`config.mk`:
```
export PLATFORM = sky130hd
export DESIGN_NAME = mem_arbiter
export DESIGN_NICKNAME = d
export VERILOG_FILES = /design/src/rtl/mem_pkg.sv /design/src/rtl/store_merge.sv /design/src/rtl/mem_arbiter.sv
export SDC_FILE = /design/constraint.sdc
export NUM_CORES = 1
export LEC_CHECK = 0
export CORE_MARGIN = 1
export CORE_UTILIZATION = 30
export DETAILED_ROUTE_END_ITERATION = 10
export PLACE_DENSITY = 0.66
export SKIP_LAST_GASP = 1
export SYNTH_ARGS = -nofsm -noshare
export SYNTH_HDL_FRONTEND = slang
export SYNTH_SLANG_ARGS = --single-unit
```
`constraint.sdc`:
```
create_clock -name clk -period 6.1 [get_ports clk]
set_input_delay 0.61 -clock clk [delete_from_list [all_inputs] [get_ports clk]]
set_output_delay 0.61 -clock clk [all_outputs]
set_load 0.05 [all_outputs]
```
`src/rtl/mem_pkg.sv`:
```
// Shared types and constants for the mainMem arbiter: FSM states, access-size
// encodings, memory window and the window address check.
package mem_pkg;

   typedef enum logic [2:0] {
      ST_IDLE   = 3'd0,
      ST_READ   = 3'd1,
      ST_RMW_RD = 3'd2,
      ST_RMW_WR = 3'd3,
      ST_WRITE  = 3'd4
   } state_t;

   localparam logic [1:0]  SZ_BYTE       = 2'b00;
   localparam logic [1:0]  SZ_HALF       = 2'b01;
   localparam logic [1:0]  SZ_WORD       = 2'b10;
   localparam logic [31:0] START_ADDRESS = 32'h8002_0000;
   localparam int          MEM_SIZE      = 1048576;

   // The base itself is rejected; the whole 4-byte word must fit in the window.
   function automatic logic addr_ok(input logic [31:0] i_addr,
                                    input logic [31:0] i_base,
                                    input logic [31:0] i_size);
      logic [31:0] w_off;
      w_off = i_addr - i_base;
      return (i_addr > i_base) && (w_off <= (i_size - 32'd4));
   endfunction

endpackage

```
`src/rtl/store_merge.sv`:
```
// Big-endian sub-word store merge and load extract/extend. Byte 0 of the
// memory word is its most significant byte.
module store_merge #(
   parameter int DATA_SIZE = 32
) (
   input  logic [DATA_SIZE-1:0] i_old_word,
   input  logic [DATA_SIZE-1:0] i_wdata,
   input  logic [1:0]           i_size,
   input  logic                 i_unsigned,
   output logic [DATA_SIZE-1:0] o_merged,
   output logic [DATA_SIZE-1:0] o_load
);
   import mem_pkg::*;

   logic [7:0]  w_byte;
   logic [15:0] w_half;
   logic        w_fill;

   assign w_byte = i_old_word[DATA_SIZE-1 -: 8];
   assign w_half = i_old_word[DATA_SIZE-1 -: 16];

   // Store data is right-justified; it lands in the leading bytes of the word.
   always_comb begin
      o_merged = i_old_word;
      case (i_size)
         SZ_BYTE: o_merged[DATA_SIZE-1 -: 8]  = i_wdata[7:0];
         SZ_HALF: o_merged[DATA_SIZE-1 -: 16] = i_wdata[15:0];
         default: o_merged = i_wdata;
      endcase
   end

   // Load result is right-justified and sign- or zero-extended.
   always_comb begin
      o_load = i_old_word;
      w_fill = 1'b0;
      case (i_size)
         SZ_BYTE: begin
            w_fill = i_unsigned ? 1'b0 : w_byte[7];
            o_load = {{(DATA_SIZE-8){w_fill}}, w_byte};
         end
         SZ_HALF: begin
            w_fill = i_unsigned ? 1'b0 : w_half[15];
            o_load = {{(DATA_SIZE-16){w_fill}}, w_half};
         end
         default: o_load = i_old_word;
      endcase
   end

endmodule

```
`src/rtl/mem_arbiter.sv`:
```
// Round-robin sequencer sharing single-ported mainMem between the fetch (I)
// and load/store (D) ports; sub-word stores are done as read-modify-write.
module mem_arbiter #(
   parameter int                      ADDRESS_SIZE  = 32,
   parameter int                      DATA_SIZE     = 32,
   parameter int                      MEM_SIZE      = mem_pkg::MEM_SIZE,
   parameter logic [ADDRESS_SIZE-1:0] START_ADDRESS = mem_pkg::START_ADDRESS
) (
   input  logic                    clk,
   input  logic                    rst,
   input  logic                    i_req,
   input  logic [ADDRESS_SIZE-1:0] i_addr,
   output logic                    i_gnt,
   output logic                    i_rvalid,
   output logic [DATA_SIZE-1:0]    i_rdata,
   input  logic                    d_req,
   input  logic                    d_we,
   input  logic [1:0]              d_size,
   input  logic                    d_unsigned,
   input  logic [ADDRESS_SIZE-1:0] d_addr,
   input  logic [DATA_SIZE-1:0]    d_wdata,
   output logic                    d_gnt,
   output logic                    d_rvalid,
   output logic [DATA_SIZE-1:0]    d_rdata,
   output logic                    err,
   output logic                    busy,
   output logic                    mem_en,
   output logic                    mem_wren,
   output logic [ADDRESS_SIZE-1:0] mem_addr,
   output logic [DATA_SIZE-1:0]    mem_din,
   output logic [1:0]              mem_acc_size,
   input  logic [DATA_SIZE-1:0]    mem_dout
);
   import mem_pkg::*;

   state_t                  r_state;
   logic                    r_last_d;
   logic                    r_own_d;
   logic [1:0]              r_size;
   logic                    r_unsigned;
   logic [DATA_SIZE-1:0]    r_wdata;
   logic                    r_i_rvalid;
   logic [DATA_SIZE-1:0]    r_i_rdata;
   logic                    r_d_rvalid;
   logic [DATA_SIZE-1:0]    r_d_rdata;
   logic                    r_err;
   logic                    r_mem_en;
   logic                    r_mem_wren;
   logic [ADDRESS_SIZE-1:0] r_mem_addr;
   logic [DATA_SIZE-1:0]    r_mem_din;
   logic [1:0]              r_mem_acc_size;

   logic                    w_idle;
   logic                    w_grant_d;
   logic                    w_grant_i;
   logic [ADDRESS_SIZE-1:0] w_acc_addr;
   logic                    w_acc_ok;
   logic [DATA_SIZE-1:0]    w_merged;
   logic [DATA_SIZE-1:0]    w_load;

   // Grants are combinational so a request is accepted in the cycle it is seen.
   assign w_idle     = (r_state == ST_IDLE) && !rst;
   assign w_grant_d  = w_idle && d_req && (!i_req || !r_last_d);
   assign w_grant_i  = w_idle && i_req && !w_grant_d;
   assign w_acc_addr = w_grant_d ? d_addr : i_addr;
   assign w_acc_ok   = addr_ok(w_acc_addr, START_ADDRESS, 32'(MEM_SIZE));

   store_merge #(.DATA_SIZE(DATA_SIZE)) u_store_merge (
      .i_old_word (mem_dout),
      .i_wdata    (r_wdata),
      .i_size     (r_size),
      .i_unsigned (r_unsigned),
      .o_merged   (w_merged),
      .o_load     (w_load)
   );

   // Sequencer: state, request payload, memory drive and response pulses.
   always_ff @(posedge clk) begin
      if (rst) begin
         r_state        <= ST_IDLE;
         r_last_d       <= 1'b0;
         r_own_d        <= 1'b0;
         r_size         <= 2'b00;
         r_unsigned     <= 1'b0;
         r_wdata        <= '0;
         r_i_rvalid     <= 1'b0;
         r_i_rdata      <= '0;
         r_d_rvalid     <= 1'b0;
         r_d_rdata      <= '0;
         r_err          <= 1'b0;
         r_mem_en       <= 1'b0;
         r_mem_wren     <= 1'b0;
         r_mem_addr     <= '0;
         r_mem_din      <= '0;
         r_mem_acc_size <= 2'b00;
      end else begin
         r_mem_acc_size <= SZ_WORD;
         r_i_rvalid     <= 1'b0;
         r_d_rvalid     <= 1'b0;
         r_err          <= 1'b0;
         case (r_state)
            ST_IDLE: begin
               if (w_grant_i || w_grant_d) begin
                  r_last_d   <= w_grant_d;
                  r_own_d    <= w_grant_d;
                  r_size     <= w_grant_d ? d_size : SZ_WORD;
                  r_unsigned <= d_unsigned;
                  r_wdata    <= d_wdata;
                  if (!w_acc_ok) begin
                     r_err <= 1'b1;
                     if (w_grant_d) begin
                        r_d_rvalid <= 1'b1;
                        r_d_rdata  <= '0;
                     end else begin
                        r_i_rvalid <= 1'b1;
                        r_i_rdata  <= '0;
                     end
                  end else begin
                     r_mem_en   <= 1'b1;
                     r_mem_addr <= w_acc_addr;
                     if (!w_grant_d || !d_we) begin
                        r_mem_wren <= 1'b0;
                        r_state    <= ST_READ;
                     end else if ((d_size == SZ_BYTE) || (d_size == SZ_HALF)) begin
                        r_mem_wren <= 1'b0;
                        r_state    <= ST_RMW_RD;
                     end else begin
                        r_mem_wren <= 1'b1;
                        r_mem_din  <= d_wdata;
                        r_state    <= ST_WRITE;
                     end
                  end
               end else begin
                  r_state <= ST_IDLE;
               end
            end
            ST_READ: begin
               r_mem_en <= 1'b0;
               r_state  <= ST_IDLE;
               if (r_own_d) begin
                  r_d_rvalid <= 1'b1;
                  r_d_rdata  <= w_load;
               end else begin
                  r_i_rvalid <= 1'b1;
                  r_i_rdata  <= w_load;
               end
            end
            ST_RMW_RD: begin
               r_mem_wren <= 1'b1;
               r_mem_din  <= w_merged;
               r_state    <= ST_RMW_WR;
            end
            ST_RMW_WR, ST_WRITE: begin
               r_mem_en   <= 1'b0;
               r_mem_wren <= 1'b0;
               r_d_rvalid <= 1'b1;
               r_state    <= ST_IDLE;
            end
            default: begin
               r_mem_en   <= 1'b0;
               r_mem_wren <= 1'b0;
               r_state    <= ST_IDLE;
            end
         endcase
      end
   end

   assign i_gnt        = w_grant_i;
   assign d_gnt        = w_grant_d;
   assign i_rvalid     = r_i_rvalid;
   assign i_rdata      = r_i_rdata;
   assign d_rvalid     = r_d_rvalid;
   assign d_rdata      = r_d_rdata;
   assign err          = r_err;
   assign busy         = (r_state != ST_IDLE);
   assign mem_en       = r_mem_en;
   assign mem_wren     = r_mem_wren;
   assign mem_addr     = r_mem_addr;
   assign mem_din      = r_mem_din;
   assign mem_acc_size = r_mem_acc_size;

endmodule

```
==> metrics.md, run 1 <==
| Metric | Value |
|---|---|
| Buffer depth of the longest clock path | 2 |
| Logic pwr share | 17.5% |
| GRT Resource Usage Total | 21.7% |
| Final instance area | 12,200 um2 |
| ANT nets after route | 0 |
| Clock power share | 39.7% |
| Post_cts resized | 0 |
| Most frequent cells in the layout | clkdlybuf4s50_1 (271), nand2_1 (265), dfxtp_1 (172) |
| Syn nets | 1,278 |
| Most common flop cell mapped by yosys | dfxtp_1 |
| Final Cycle Share | 83.0% |
| Die width | 172 um |
| Yosys reg bits | 173 |
| Hold slack | 459 ps |
| Worst VDD drop | 0.000168 V |
| Mapped Cells | 1,141 |
| Ant diodes | 0 |
| I/O pins | 274 |
| Worst endpoint required time | 6390 ps |
| Fin util | 43.6% |
| Vias in the first global route | 8,638 |
| Ys async rst share | 0% |
| Synthesis-to-layout area growth | 41.4% |
| Number of cell rows | 61 |
| Clk pin slew, worst setup/hold paths | 80 ps |
| Root Buffer Master | clkbuf_16 |
| Share of layout cells above drive strength 1 | 5.80% |
| Cell Count, Final, Fillers Out | 1,758 |
| Yosys warns | 0 |
| Critical Path Start Type | input port |
| Post-CTS setup buffer count | 0 |
| GR Overflow Total | 0 |
| First-pass DRT Iterations | 6 |
| Clock sink count | 173 |
| DR vias/cell | 5.17 |
| Int Pwr | 1.90 mW |
| Routed wire length | 32.5 mm |
| Max Slew Vio Count | 0 |
| Dpl ws | 684 ps |
| Sequential fraction of the synthesis area | 40.1% |
| Initial DRC Count | 907 |
| Setup TNS | 0 ps |
| Max-cap viol count | 0 |
| Worst-Skew Late Latency | 430 ps |
| Core footprint | 28,000 um2 |
| Final setup fails | 0 |
| Outcome | complete, no violations |
| CTS tree | yes |
| H-tree level count | 4 |
| Leak pwr | 4.21 nW |
| WL/cell | 18.5 um |
| Starting Density | 30.8% |
| Port buffer count | 272 |
| Total power | 2.75 mW |
| Crit path time final | 5060 ps |
| Commonest non-fill, non-tap cell in the layout | clkdlybuf4s50_1 |
| Max Fclk | 198 MHz |
| First-pass GRT wire length | 48.6 mm |
| Setup Skew | 14.8 ps |
| Fillers | 2,851 |
| Switch share | 31.0% |
| Average size of a mapped cell | 7.56 um2 |
| Net load switching power | 0.851 mW |
| Final HPWL from detailed placement | 23.7 mm |
| Synthesized area | 8630 um2 |
| Crit-path max FO | 45 |
| Layout net count | 1,504 |
| Crit path DAT | 5350 ps |
| Dpl cells | 1,726 |
| Hold-fix buffers at CTS | 0 |
| Placer Congestion | 0.879 |
| Least-Margin Pin Slew | 1170 ps |
| Worst Setup Path Type | in -> reg |
| Total Die Area | 29,400 um2 |
| Placed instance area | 11,600 um2 |
| Yosys cell types | 62 |
| Die height | 172 um |
| Flop pwr share | 42.8% |
| PwrDens | 225 nW/um2 |
| Hold Vio Cnt, Final | 0 |
| Via count | 9,083 |
| RSZ-0062 raised after global routing | false |
| Slew HR | 21.8% |
| Critical Path Sink Type | flop |
| EDFF count, synth | 0 |
| Setup ws final | 1040 ps |
| DRC violations left | 0 |
| Initial antenna violation count | 0 |
| HP Class | reg -> reg |
| TritonCTS buffer count | 17 |
| Pin count of the biggest net entering global routing | 93 |
-- synth_stat cells (all sizes together), types with 2 or more instances --
cell | count | area (um2)
a22oi | 11 | 87.6
a211oi | 22 | 195
xnor2 | 6 | 52.6
nand4 | 17 | 106
nor4b | 8 | 70.1
o21ai | 102 | 522
nor2 | 119 | 447
nand3 | 29 | 145
inv | 22 | 82.6
nor4 | 26 | 193
or3b | 3 | 26.3
dfxtp | 173 | 3460
o211ai | 4 | 35.0
o22ai | 2 | 12.5
clkbuf | 61 | 234
nand4b | 4 | 50.1
and3 | 2 | 12.5
and4 | 2 | 17.5
nor3 | 17 | 90.1
mux2i | 79 | 791
nor4bb | 2 | 20.0
or4 | 4 | 30.0
a32oi | 2 | 17.5
a41oi | 3 | 26.3
nor3b | 3 | 22.5
a21oi | 96 | 480
xor2 | 2 | 17.5
nor2b | 3 | 18.8
nand2 | 266 | 998
a311oi | 2 | 17.5
and2 | 11 | 68.8
buf | 21 | 134
-- final timing paths --
check	slack, ps	to	cells after the start	from
worst max-delay path	1040	mem_din[5]	15	d_req
worst min-delay path	460	r_wdata[27]	2	r_wdata[27]
worst max register to register	1420	mem_din[5]	14	r_own_d
worst min register to register	460	r_wdata[27]	2	r_wdata[27]
-- critical path, stage by stage --
cell and delay [ps]:
clkdlybuf4s50_1 570, a21boi_1 740, nand2_1 170, buf_4 230, mux2i_1 210, ha_1 370, or3b_2 470, or4_1 460
a22oi_2 250, o211ai_2 120, nand4b_4 220, o21ai_4 330, buf_12 280, mux2i_1 220, nor2_1 50
-- registers in the layout (all words and copies together), names as in the netlist, 2 cells and up --
| name | cells |
|---|---|
| r_wdata | 32 |
| mem_addr | 32 |
| i_rdata | 32 |
| d_rdata | 32 |
| r_state | 3 |
| r_size | 2 |
| mem_din | 32 |
-- final cells by class --
class | count | area (um2) | area share [%]
clock inverter | 14 | 141 | 1.16
inverter | 23 | 86.3 | 0.708
tap | 378 | 473 | 3.88
clock buffer | 18 | 439 | 3.60
timing repair buffer | 289 | 2860 | 23.4
multi-input combinational | 863 | 4730 | 38.8
sequential | 173 | 3470 | 28.4
-- layer usage --
layer	GRT usage, %	wire, um
met5	0	0
met2	35.1	15000
met1	27.1	13800
met3	6.01	2760
met4	8.31	865
-- power by group through the flow --
stage	Clock [mW]	Sequential (mW)	Combinational (mW)
floorplan	0	1.23	0.230
global route	1.16	1.18	0.519
finish	1.09	1.18	0.482
global placement	0	1.20	0.480
detailed placement	0	1.20	0.479
CTS	1.12	1.18	0.481
-- logic make-up (layout without fill, tap and decap cells) --
group,after synthesis,in the layout,share of synthesized area (%)
compound gates,255,255,17.3
xor+xnor,8,8,0.812
flops,173,173,40.1
mux,79,79,9.16
fa+ha+maj,1,1,0.145
buf+inv,105,344,5.26
simple gates,519,519,27.1
other cells,1,1,0.0435
No activity file was read; power rests on OpenSTA's default activity.
==> run 2, diff against run 1 <==
Settings changed: PLACE_DENSITY 0.66 to 0.68.
Clock period 6.1 ns to 4.5 ns, I/O delays scaled along.
==> metrics.md, run 2 (same netlist as run 1, synthesis figures left out) <==
| Metric | Value |
|---|---|
| Port buffer count | 272 |
| Starting Density | 30.8% |
| Initial antenna violation count | 1 |
| Hold-fix buffers at CTS | 0 |
| Critical Path Start Type | input port |
| Slowest cell on the critical path | clkdlybuf4s50_1 |
| Reg2reg start | r_own_d |
| Fin util | 44.0% |
| I/O pins | 274 |
| Max-cap viol count | 0 |
| Crit-path max FO | 21 |
| Critical Path Sink Type | flop |
| Worst VDD drop | 0.000200 V |
| Final HPWL from detailed placement | 24.0 mm |
| Slew HR | 17.8% |
| Final instance area | 12,300 um2 |
| Clock sink count | 173 |
| Layout net count | 1,513 |
| Post_cts resized | 0 |
| First-pass DRT Iterations | 5 |
| Worst R2R End | mem_din[0] |
| Most common cell on crit path | mux2i_1 |
| Crit path DAT | 4220 ps |
| CP endpoint | mem_din[0] |
| Worst path max stage delay | 490 ps |
| Net load switching power | 1.16 mW |
| Switch share | 30.6% |
| ANT nets after route | 0 |
| Vias in the first global route | 8,697 |
| Multi-input combinational cell area | 4730 um2 |
| Crit path time final | 3930 ps |
| Worst-Skew Late Latency | 430 ps |
| Final setup fails | 0 |
| Post-CTS setup buffer count | 0 |
| DR vias/cell | 5.15 |
| Root Buffer Master | clkbuf_16 |
| Commonest non-fill, non-tap cell in the layout | clkdlybuf4s50_1 |
| HP Class | in -> reg |
| First-pass GRT wire length | 48.8 mm |
| Outcome | complete, no violations |
| Clk pin slew, worst setup/hold paths | 70 ps |
| DRC violations left | 0 |
| Flop pwr share | 42.5% |
| Max Slew Vio Count | 0 |
| Die height | 172 um |
| WL/cell | 18.4 um |
| Final Cycle Share | 87.4% |
| RSZ-0062 raised after global routing | false |
| Die width | 172 um |
| Hold Vio Cnt, Final | 0 |
| Via count | 9,105 |
| Setup Skew | 12.7 ps |
| Placed instance area | 11,700 um2 |
| Setup TNS | 0 ps |
| Crit. Startpoint | d_req |
| Leak pwr | 4.28 nW |
| Logic pwr share | 17.4% |
| Placer Congestion | 0.866 |
| Worst endpoint required time | 4780 ps |
| H-tree level count | 4 |
| Critical-path cell list | clkdlybuf4s50_1 > a21boi_1 > nand2_1 > mux2i_1 > ha_1 > or3b_2 > or4_1 > a22oi_2 > o211ai_2 > nand4b_4 > o21ai_4 > buf_4 > mux2i_1 > nor2_1 |
| Initial DRC Count | 753 |
| Max Fclk | 254 MHz |
| Hold slack | 409 ps |
| GRT Resource Usage Total | 21.6% |
| Number of cell rows | 61 |
| Clock power share | 40.1% |
| Most frequent cells in the layout | clkdlybuf4s50_1 (270), nand2_1 (265), dfxtp_1 (172) |
| GR Overflow Total | 0 |
| Share of layout cells above drive strength 1 | 6.41% |
| Int Pwr | 2.62 mW |
| Total Die Area | 29,400 um2 |
| Flop-to-flop setup slack | 570 ps |
| PwrDens | 307 nW/um2 |
| CTS tree | yes |
| Area occupied by registers | 3470 um2 |
| Least-Margin Pin Slew | 1230 ps |
| Fillers | 2,779 |
| Worst r2r path cells | 13 |
| TritonCTS buffer count | 17 |
| Pin count of the biggest net entering global routing | 76 |
| Synthesis-to-layout area growth | 42.9% |
| Buffer depth of the longest clock path | 2 |
| Core footprint | 28,000 um2 |
| Ant diodes | 0 |
| Routed wire length | 32.5 mm |
| Worst Setup Path Type | in -> reg |
-- run 2: power by group through the flow --
stage | clock (mW) | combinational, mW | sequential [mW]
floorplan | 0 | 0.311 | 1.67
finish | 1.52 | 0.658 | 1.61
global route | 1.61 | 0.708 | 1.61
global placement | 0 | 0.652 | 1.64
detailed placement | 0 | 0.653 | 1.64
CTS | 1.55 | 0.657 | 1.61
-- run 2: layer usage --
layer | global-route usage [%] | part of all wire, % | vias up
li1 | - | - | 4416
met1 | 26.7 | 42 | 4271
met2 | 36.4 | 47 | 378
met3 | 6.26 | 8.8 | 38
met4 | 6.25 | 1.6 | 2
met5 | 0 | 0.040 | -
-- run 2: stage by stage --
step                worst slack (ps)  power (mW)  cells
global route                     226        3.92   1767
CTS                              607        3.81   1767
floorplan                        170        1.98   1141
global placement                 304        2.29   1735
finish                           566        3.78   1767
detailed placement               171        2.29   1735
-- run 2: final cells by class --
cell class	count	share of cell area, %
clock buffers	17	3.45
clock inverters	15	1.39
inverters	23	0.700
multi-input cells	863	38.4
flip-flops and latches	173	28.1
well taps	378	3.84
repair buffers	298	24.1
-- run 2: worst min-delay path by stage --
stage,endpoint,depth (start not counted),from
after floorplan,r_wdata[16],2,r_wdata[16]
after global placement,r_wdata[17],2,r_wdata[17]
after detailed placement,mem_addr[23],1,mem_addr[23]
after CTS,mem_din[10],2,rst
after global routing,mem_din[6],2,rst
final,mem_din[4],2,rst
-- run 2: critical path, delay by kind of cell --
family	cells	cell delay, ps
fa+ha+maj	1	220
compound gates	4	890
simple gates	5	1370
mux	2	490
buf+inv	2	800
